## config.mk

```make
export PLATFORM = sky130hd
export DESIGN_NAME = irq_prio_ctrl
export DESIGN_NICKNAME = d
export VERILOG_FILES = /design/src/rtl/irq_prio_ctrl.sv
export SDC_FILE = /design/constraint.sdc
export NUM_CORES = 1
export LEC_CHECK = 0
export ABC_AREA = 1
export BUFFER_PORTS_ARGS = -buffer_cell sky130_fd_sc_hd__clkbuf_2
export CAP_MARGIN = 15
export CORE_ASPECT_RATIO = 1.75
export CORE_MARGIN = 2
export CORE_UTILIZATION = 45
export CTS_CLUSTER_SIZE = 16
export DETAILED_ROUTE_END_ITERATION = 6
export GPL_TIMING_DRIVEN = 0
export PLACE_DENSITY_LB_ADDON = 0.1
export SLEW_MARGIN = 40
export SYNTH_ARGS = -nofsm -noshare
export SYNTH_HDL_FRONTEND = slang
export SYNTH_SLANG_ARGS = --single-unit
```

## constraint.sdc

```tcl
create_clock -name clk -period 2 [get_ports clk]
set_clock_uncertainty 0.1 [all_clocks]
set_input_delay 0.1 -clock clk [delete_from_list [all_inputs] [get_ports clk]]
set_output_delay 0.1 -clock clk [all_outputs]
set_load 0.02 [all_outputs]
```

## src/rtl/irq_prio_ctrl.sv

```systemverilog
// irq_prio_ctrl: 8-source edge-capturing interrupt controller.
// Raw irq lines are synchronised, rising edges are latched into a pending
// register, the highest-priority unmasked source is granted, and a
// req/ack/eoi handshake is run with a single consumer.
// Optional build macro IRQ_ROUND_ROBIN_EN replaces fixed priority (bit 7
// highest) with a rotating order in which the last acknowledged source
// becomes the lowest priority.
// SYNC_STAGES: synchroniser depth per irq line, legal range 1..3.

module irq_prio_ctrl #(
  parameter int unsigned SYNC_STAGES = 2
) (
  input  logic       clk,
  input  logic       rst,
  input  logic       en,
  input  logic [7:0] irq,
  input  logic [7:0] mask,
  input  logic       ack,
  input  logic       eoi,
  output logic       int_req,
  output logic [2:0] int_id,
  output logic [7:0] pending,
  output logic       in_service
);

  localparam int unsigned N_IRQ = 8;
  localparam int unsigned ID_W  = 3;

  typedef enum logic [1:0] {
    ST_IDLE    = 2'd0,
    ST_REQ     = 2'd1,
    ST_SERVICE = 2'd2
  } state_e;

  // Fixed priority encode: highest set bit wins.
  function automatic logic [ID_W-1:0] enc_fixed(input logic [N_IRQ-1:0] v);
    logic [ID_W-1:0] r;
    r = '0;
    for (int i = 0; i < int'(N_IRQ); i++) begin
      if (v[i]) r = ID_W'(i);
    end
    return r;
  endfunction

  // Rotating priority encode: scans from ptr (lowest) to ptr-1 (highest).
  function automatic logic [ID_W-1:0] enc_rot(input logic [N_IRQ-1:0] v,
                                              input logic [ID_W-1:0]  ptr);
    logic [ID_W-1:0] r;
    logic [ID_W-1:0] idx;
    r = '0;
    for (int k = 0; k < int'(N_IRQ); k++) begin
      idx = ptr + ID_W'(k);
      if (v[idx]) r = idx;
    end
    return r;
  endfunction

  // ---------------------------------------------------------------------
  // Capture path: synchroniser, history flop, edge detect
  // ---------------------------------------------------------------------
  logic [SYNC_STAGES-1:0][N_IRQ-1:0] sync_q, sync_d;
  logic [N_IRQ-1:0]                  hist_q, hist_d;
  logic [N_IRQ-1:0]                  sync_out_c;
  logic [N_IRQ-1:0]                  edge_c;

  generate
    if (SYNC_STAGES == 1) begin : g_sync1
      // Single-stage synchroniser: only the raw line is shifted in.
      always_comb begin
        sync_d = irq;
      end
    end else begin : g_syncn
      // Multi-stage synchroniser: shift the raw line into stage 0.
      always_comb begin
        sync_d = {sync_q[SYNC_STAGES-2:0], irq};
      end
    end
  endgenerate

  // History flop follows the synchroniser output; edge = new 1 over old 0.
  always_comb begin
    sync_out_c = sync_q[SYNC_STAGES-1];
    hist_d     = sync_out_c;
    edge_c     = sync_out_c & ~hist_q;
  end

  // ---------------------------------------------------------------------
  // Selection and FSM
  // ---------------------------------------------------------------------
  state_e            state_q, state_d;
  logic              int_req_q, int_req_d;
  logic [ID_W-1:0]   int_id_q, int_id_d;
  logic              in_service_q, in_service_d;
  logic [N_IRQ-1:0]  pending_q, pending_d;
  logic [N_IRQ-1:0]  sel_c;
  logic [ID_W-1:0]   grant_id_c;
  logic              ack_take_c;

`ifdef IRQ_ROUND_ROBIN_EN
  logic [ID_W-1:0]   ptr_q, ptr_d;

  // Rotating arbitration; ptr marks the lowest-priority source.
  always_comb begin
    sel_c      = pending_q & ~mask;
    grant_id_c = enc_rot(sel_c, ptr_q);
  end

  // The acknowledged source drops to lowest priority.
  always_comb begin
    ptr_d = ptr_q;
    if (ack_take_c) ptr_d = int_id_q;
  end
`else
  // Fixed arbitration, bit 7 highest.
  always_comb begin
    sel_c      = pending_q & ~mask;
    grant_id_c = enc_fixed(sel_c);
  end
`endif

  // Next-state and registered-output logic of the handshake FSM.
  always_comb begin
    state_d      = state_q;
    int_req_d    = int_req_q;
    int_id_d     = int_id_q;
    in_service_d = in_service_q;
    ack_take_c   = 1'b0;
    case (state_q)
      ST_IDLE: begin
        if (en && (sel_c != '0)) begin
          int_id_d  = grant_id_c;
          int_req_d = 1'b1;
          state_d   = ST_REQ;
        end
      end
      ST_REQ: begin
        // int_id stays frozen here; ack beats eoi and a falling en.
        if (ack) begin
          ack_take_c   = 1'b1;
          int_req_d    = 1'b0;
          in_service_d = 1'b1;
          state_d      = ST_SERVICE;
        end else if (!en) begin
          int_req_d = 1'b0;
          state_d   = ST_IDLE;
        end
      end
      ST_SERVICE: begin
        // Service runs to eoi regardless of en.
        if (eoi) begin
          in_service_d = 1'b0;
          state_d      = ST_IDLE;
        end
      end
      default: begin
        state_d      = ST_IDLE;
        int_req_d    = 1'b0;
        in_service_d = 1'b0;
      end
    endcase
  end

  // Pending update: ack clears the granted bit, a same-cycle edge re-sets it.
  always_comb begin
    pending_d = pending_q;
    if (ack_take_c) pending_d[int_id_q] = 1'b0;
    if (en)         pending_d = pending_d | edge_c;
  end

  // ---------------------------------------------------------------------
  // State registers
  // ---------------------------------------------------------------------
  // Capture-path flops.
  always_ff @(posedge clk or posedge rst) begin
    if (rst) begin
      sync_q <= '0;
      hist_q <= '0;
    end else begin
      sync_q <= sync_d;
      hist_q <= hist_d;
    end
  end

  // FSM, outputs and pending register.
  always_ff @(posedge clk or posedge rst) begin
    if (rst) begin
      state_q      <= ST_IDLE;
      int_req_q    <= 1'b0;
      int_id_q     <= '0;
      in_service_q <= 1'b0;
      pending_q    <= '0;
    end else begin
      state_q      <= state_d;
      int_req_q    <= int_req_d;
      int_id_q     <= int_id_d;
      in_service_q <= in_service_d;
      pending_q    <= pending_d;
    end
  end

`ifdef IRQ_ROUND_ROBIN_EN
  // Round-robin pointer.
  always_ff @(posedge clk or posedge rst) begin
    if (rst) begin
      ptr_q <= '0;
    end else begin
      ptr_q <= ptr_d;
    end
  end
`endif

  assign int_req    = int_req_q;
  assign int_id     = int_id_q;
  assign pending    = pending_q;
  assign in_service = in_service_q;

endmodule
```

# --- Yosys cells after proc, flatten, opt, wreduce, memory -nomap -nowiden ---
# Cells that the tools add are included.
totals:
  input_bits: 21
  reg_bits: 39
classes:
  mux: 25
  bitwise_logic: 9
  n_reduce_logical: 8
  order_cmp: 2
  eq_ne: 6
op_table:
  columns: ["operator", "n"]
  rows:
  - ["AND 8 bit", 3]
  - ["inverter 8 bit", 3]
  - ["two-way mux 3 bit", 6]
  - ["two-way mux 8 bit", 2]
  - ["two-way mux 1 bit", 9]
  - ["AND reduction 3 bit", 3]
  - ["two-way mux 2 bit", 4]
  - ["bitwise OR 8 bit", 1]
  - ["nonzero test 8 bit", 1]
  - ["inequality test 2 bit, second input constant", 3]
  - ["case mux 1 bit (3 select lines)", 2]
  - ["case mux 2 bit (3 select lines)", 1]
  - ["less-than comparator 3 x 4 -> 1 bit, second input constant", 1]
  - ["demux 1 bit (select 3 bit)", 1]
  - [">= comparator 3 x 1 -> 1 bit, second input constant", 1]
  - ["inequality test 3 bit, second input constant", 1]
  - ["== test 2 x 1 -> 1 bit, second input constant", 1]
  - ["== test 2 bit, second input constant", 1]
  - ["logical AND 1 bit", 2]
  - ["zero test 2 bit", 1]
  - ["inverter 1 bit", 2]
  - ["AND reduction 2 bit", 1]

# --- Depth between registers and ports, before layout ---
logic_depth:
  ltp_word: 9
  ltp_mapped: 10
  depth_no_buf: 10

# --- Least setup slack after synthesis ---
# OpenSTA, ideal clock, no wires.
synth_timing:
  kind: "register to register"
  startpoint: "register pending_q[4], in the netlist pending[4]"
  endpoint: "register state_q[0]"
  setup_time_ps: 124
  n_path_buf: 0
  setup_slack_ps: 668
  t_required_ps: 1776
  stages_incl_launch_ff: 8
  t_arrival_ps: 1108
  cell_sequence: "dfrtp_1 -> nand2_2 -> nand2_2 -> nor2_4 -> nand2_2 -> nand3_4 -> inv_2 -> or2_1"
synth_between:
  elab_chain_cells: 5
synth_lines:
  columns: ["item", "line", "source"]
  rows:
  - ["start, declared", "94", "logic [N_IRQ-1:0] pending_q, pending_d;"]
  - ["start signal, assigned", "197", "pending_q <= pending_d;"]
  - ["AND 8 bit", "116", "sel_c = pending_q & ~mask;"]
  - ["nonzero test 8 bit", "130", "if (en && (sel_c != '0)) begin"]
  - ["logical AND 1 bit", "130", null]
  - ["inequality test 2 bit (no line)", null, null]
  - ["AND reduction 3 bit (no line)", null, null]
  - ["end signal, assigned", "193", "state_q <= state_d;"]
  - ["end, declared", "90", "state_e state_q, state_d;"]
# Every way passes these cells.
# A chain may end at the register's enable or synchronous reset.

# --- Final worst setup path ---
layout_timing:
  startpoint: "register state_q[1]"
  endpoint: "register pending_q[6], in the netlist pending[6]"
layout_between:
  elab_chain_cells: 5
layout_lines:
  columns: ["item", "line", "source"]
  rows:
  - ["== test 2 x 1 -> 1 bit *", "128", "case (state_q)"]
  - ["two-way mux 1 bit *", "128", null]
  - ["two-way mux 8 bit *", "166", "if (ack_take_c) pending_d[int_id_q] = 1'b0;"]
  - ["bitwise OR 8 bit", "167", "if (en) pending_d = pending_d | edge_c;"]
  - ["two-way mux 8 bit *", "167", null]
  - ["net pending_d[6]", "94", null]
# Mark *: on every way through the listed nets, which the timed path passes. The rest lies on a longest branch.

==> metrics.md <==
| Metric | Value |
|---|---|
| Number of synthesized flops with an enable pin | `0` |
| Area post-placement | `around 1600 um2` |
| Sequential area share after synthesis | `between 60% and 70%` |
| Fin. Hold Viols | `0` |
| CTS Buf Count | `5` |
| Max cap viols | `0` |
| Pre-Repair DR Iteration Count | `4` |
| Min-delay worst type | `primary input to register` |
| RSZ-0062 raised after global routing | `false` |
| Final min period | `approximately 1.4 ns` |
| Ys Warns | `0` |
| Wire per inst | `11.30 um` |
| Largest net degree at the start of global routing | `40` |
| Width of the die | `about 47 um` |
| Worst hold endpoint | `pending[5]$_DFF_PP0_` |
| Pwr per Cell Area | `about 1300 nW/um2` |
| Fmax achieved | `around 740 MHz` |
| Post-Syn Area | `approximately 1400 um2` |
| Fin. max-slew vios | `0` |
| Req. time, crit path | `2.06 ns` |
| First-pass GRT wire length | `around 4300 um` |
| CP Data Arrival Time | `~1.4 ns` |
| Min-Delay Path Depth | `3` |
| Final net count | `~200` |
| Initial drt markers | `6` |
| Hold Startpoint | `en` |
| Die span in y | `between 70 and 80 um` |
| Flops & latches, synth | `39` |
| Syn_nets | `between 150 and 200` |
| CTS Sinks | `39` |
| Most common cell in the netlist | `dfrtp_1` |
| Total core area | `roughly 3100 um2` |
| H-tree depth | `2` |
| Relative slew margins | `between 50% and 60%` |
| Power Total | `approximately 2.4 mW` |
| Port bufs | `32` |
| Main synth FF type | `dfrtp_1` |
| CP startpoint kind | `register` |
| Mapped Cells | `roughly 140` |
| Initial antenna violation count | `0` |
| Maximum clock path buffer count | `2` |
| Worst vdd ir | `0.7807 mV` |
| Placer Congestion | `0.7433` |
| Share of cells above drive strength 1 | `around 30%` |
| Via density | `about 4.7` |
| Remaining antenna violation count | `0` |
| Buffer type at the clock tree root | `clkbuf_8` |
| GRT Util Overall | `16.86%` |
| Post_cts resized | `0` |
| WL final | `2577 um` |
| Via count | `1,062` |
| Fin area | `between 1500 and 2000 um2` |
| Worst Tran Pin Value | `0.6261 ns` |
| Setup CP Type | `register to register` |
| DP HPWL | `1846 um` |
| Synth top area share | `68.18%` |
| Unique masters post-synth | `17` |
| Critical Path Start | `state_q[1]$_DFFE_PP0P_` |
| Worst R2R End | `pending[6]$_DFF_PP0_` |
| Status | `completed` |
| Worst-path clk slew | `0.07 ns` |
| CTS tree | `built` |
| Final setup viols | `0` |
| Critical R2R Launch | `state_q[1]$_DFFE_PP0P_` |
| Layout area overhead | `30.24%` |
| Vias in the first global route | `a little over 1,000` |
| IO Count | `34` |
| Final Cycle Share | `68.02%` |
| # Post-CTS Setup Buffers | `0` |
| Die ar. | `roughly 3700 um2` |
| Hold WS | `0.03608 ns` |
| Crit path capture type | `register` |
| GRT overflow | `0` |
| CP Max Fanout | `10` |
| Largest cells by area after synthesis | `dfrtp_1 (68%), nand2_1 (7.9%), o21ai_0 (6.3%), inv_1 (4.2%), nand2_2 (3.5%)` |
| Worst-Skew Late Latency | `between 0.2 and 0.3 ns` |
| Syn_area_per_cell | `approximately 11 um2` |
| Flop2flop setup slack | `around 0.64 ns` |
| Leading area contributor after synthesis | `dfrtp_1` |
| DRC Markers | `0` |
| Top cells by count, synth | `dfrtp_1 (39), nand2_1 (30), o21ai_0 (18), inv_1 (16), nand3_1 (10)` |
| Site Rows | `27` |
| Ys async rst share | `100.0%` |
| Initial core utilization | `between 40% and 50%` |
| CTS hold repair buffers | `10` |
| LEAKAGE | `0.9337 nW` |
| TNS Setup | `0 ns` |
| Antenna cells | `0` |
| Worst R2R Path Depth | `4` |
## worst max path at each step
stage,to,cells past startpoint,slack [ns]
3_3_place_gp,pending[1]$_DFF_PP0_,2,0.54
3_5_place_dp,pending[6]$_DFF_PP0_,4,0.64
6_report,pending[6]$_DFF_PP0_,4,0.64
4_1_cts,pending[6]$_DFF_PP0_,4,0.62
2_1_floorplan,state_q[0]$_DFFE_PP0P_,7,0.67
5_1_grt,pending[3]$_DFF_PP0_,4,0.43
## sequential cells by signal, summed over array words and instances (netlist names)
signal and count:
hist_q 8, sync_d 8, int_id 3, in_service 1
pending 8, state_q 2, hist_d 8, int_req 1
## critical path: stages, from the launching register on
cell and delay, ns:
dfrtp_1 0.40, inv_1 0.12, nand3_1 0.26, o21ai_0 0.27, o31ai_1 0.10
## cell type report
class,instances,area (um2)
buffer,1,7.507
sequential,39,975.9
multi-input combinational,78,384.1
timing repair buffer,42,260.3
fill,294,1244
clock inverter,2,35.03
clock buffer,6,82.58
tap,43,53.80
inverter,17,65.06
## logic make-up (layout without fill, tap and decap cells)
group                  Yosys count  in the layout  share of synthesized area, %
flip-flops                      39             39                         68.18
buffers and inverters           18             68                         4.983
AO/OA/AOI/OAI                   21             21                         7.605
AND/OR/NAND/NOR                 57             57                         19.23
## metal layers
layer  global-route usage, %  routed length, um
met5                       0                  0
met4                   6.667                 46
met3                   5.517                114
met2                   28.33               1447
met1                   18.86                969
## per-stage QoR
| step | utilization, % | instances | setup WS, ns |
|---|---|---|---|
| 2_1_floorplan | - | 135 | 0.6680 |
| 3_3_place_gp | 52.94 | 210 | 0.5355 |
| 3_5_place_dp | 52.94 | 210 | 0.6408 |
| 4_1_cts | 59.94 | 228 | 0.6246 |
| 5_1_grt | 59.98 | 228 | 0.4329 |
| 6_report | 59.98 | 228 | 0.6397 |
## layout by cell type (no fill, tap or decap), types with 2 or more instances in the layout
cell type,count
clkbuf_2,32
clkbuf_8,6
clkinv_2,2
dfrtp_1,39
dlygate4sd3_1,10
inv_1,15
nand2_1,30
nand2_2,8
nand3_1,10
nor2_1,3
nor3_1,2
o21ai_0,18
## report_power, final
group          leakage [nW]  internal, mW  switching (mW)  total (mW)
Clock                0.0612         0.403           0.255       0.658
Sequential            0.441         0.942           0.156        1.10
Combinational         0.431         0.238           0.436       0.674
Total                 0.934          1.58           0.847        2.43
Note: power is estimated with default switching activity, not from simulation.
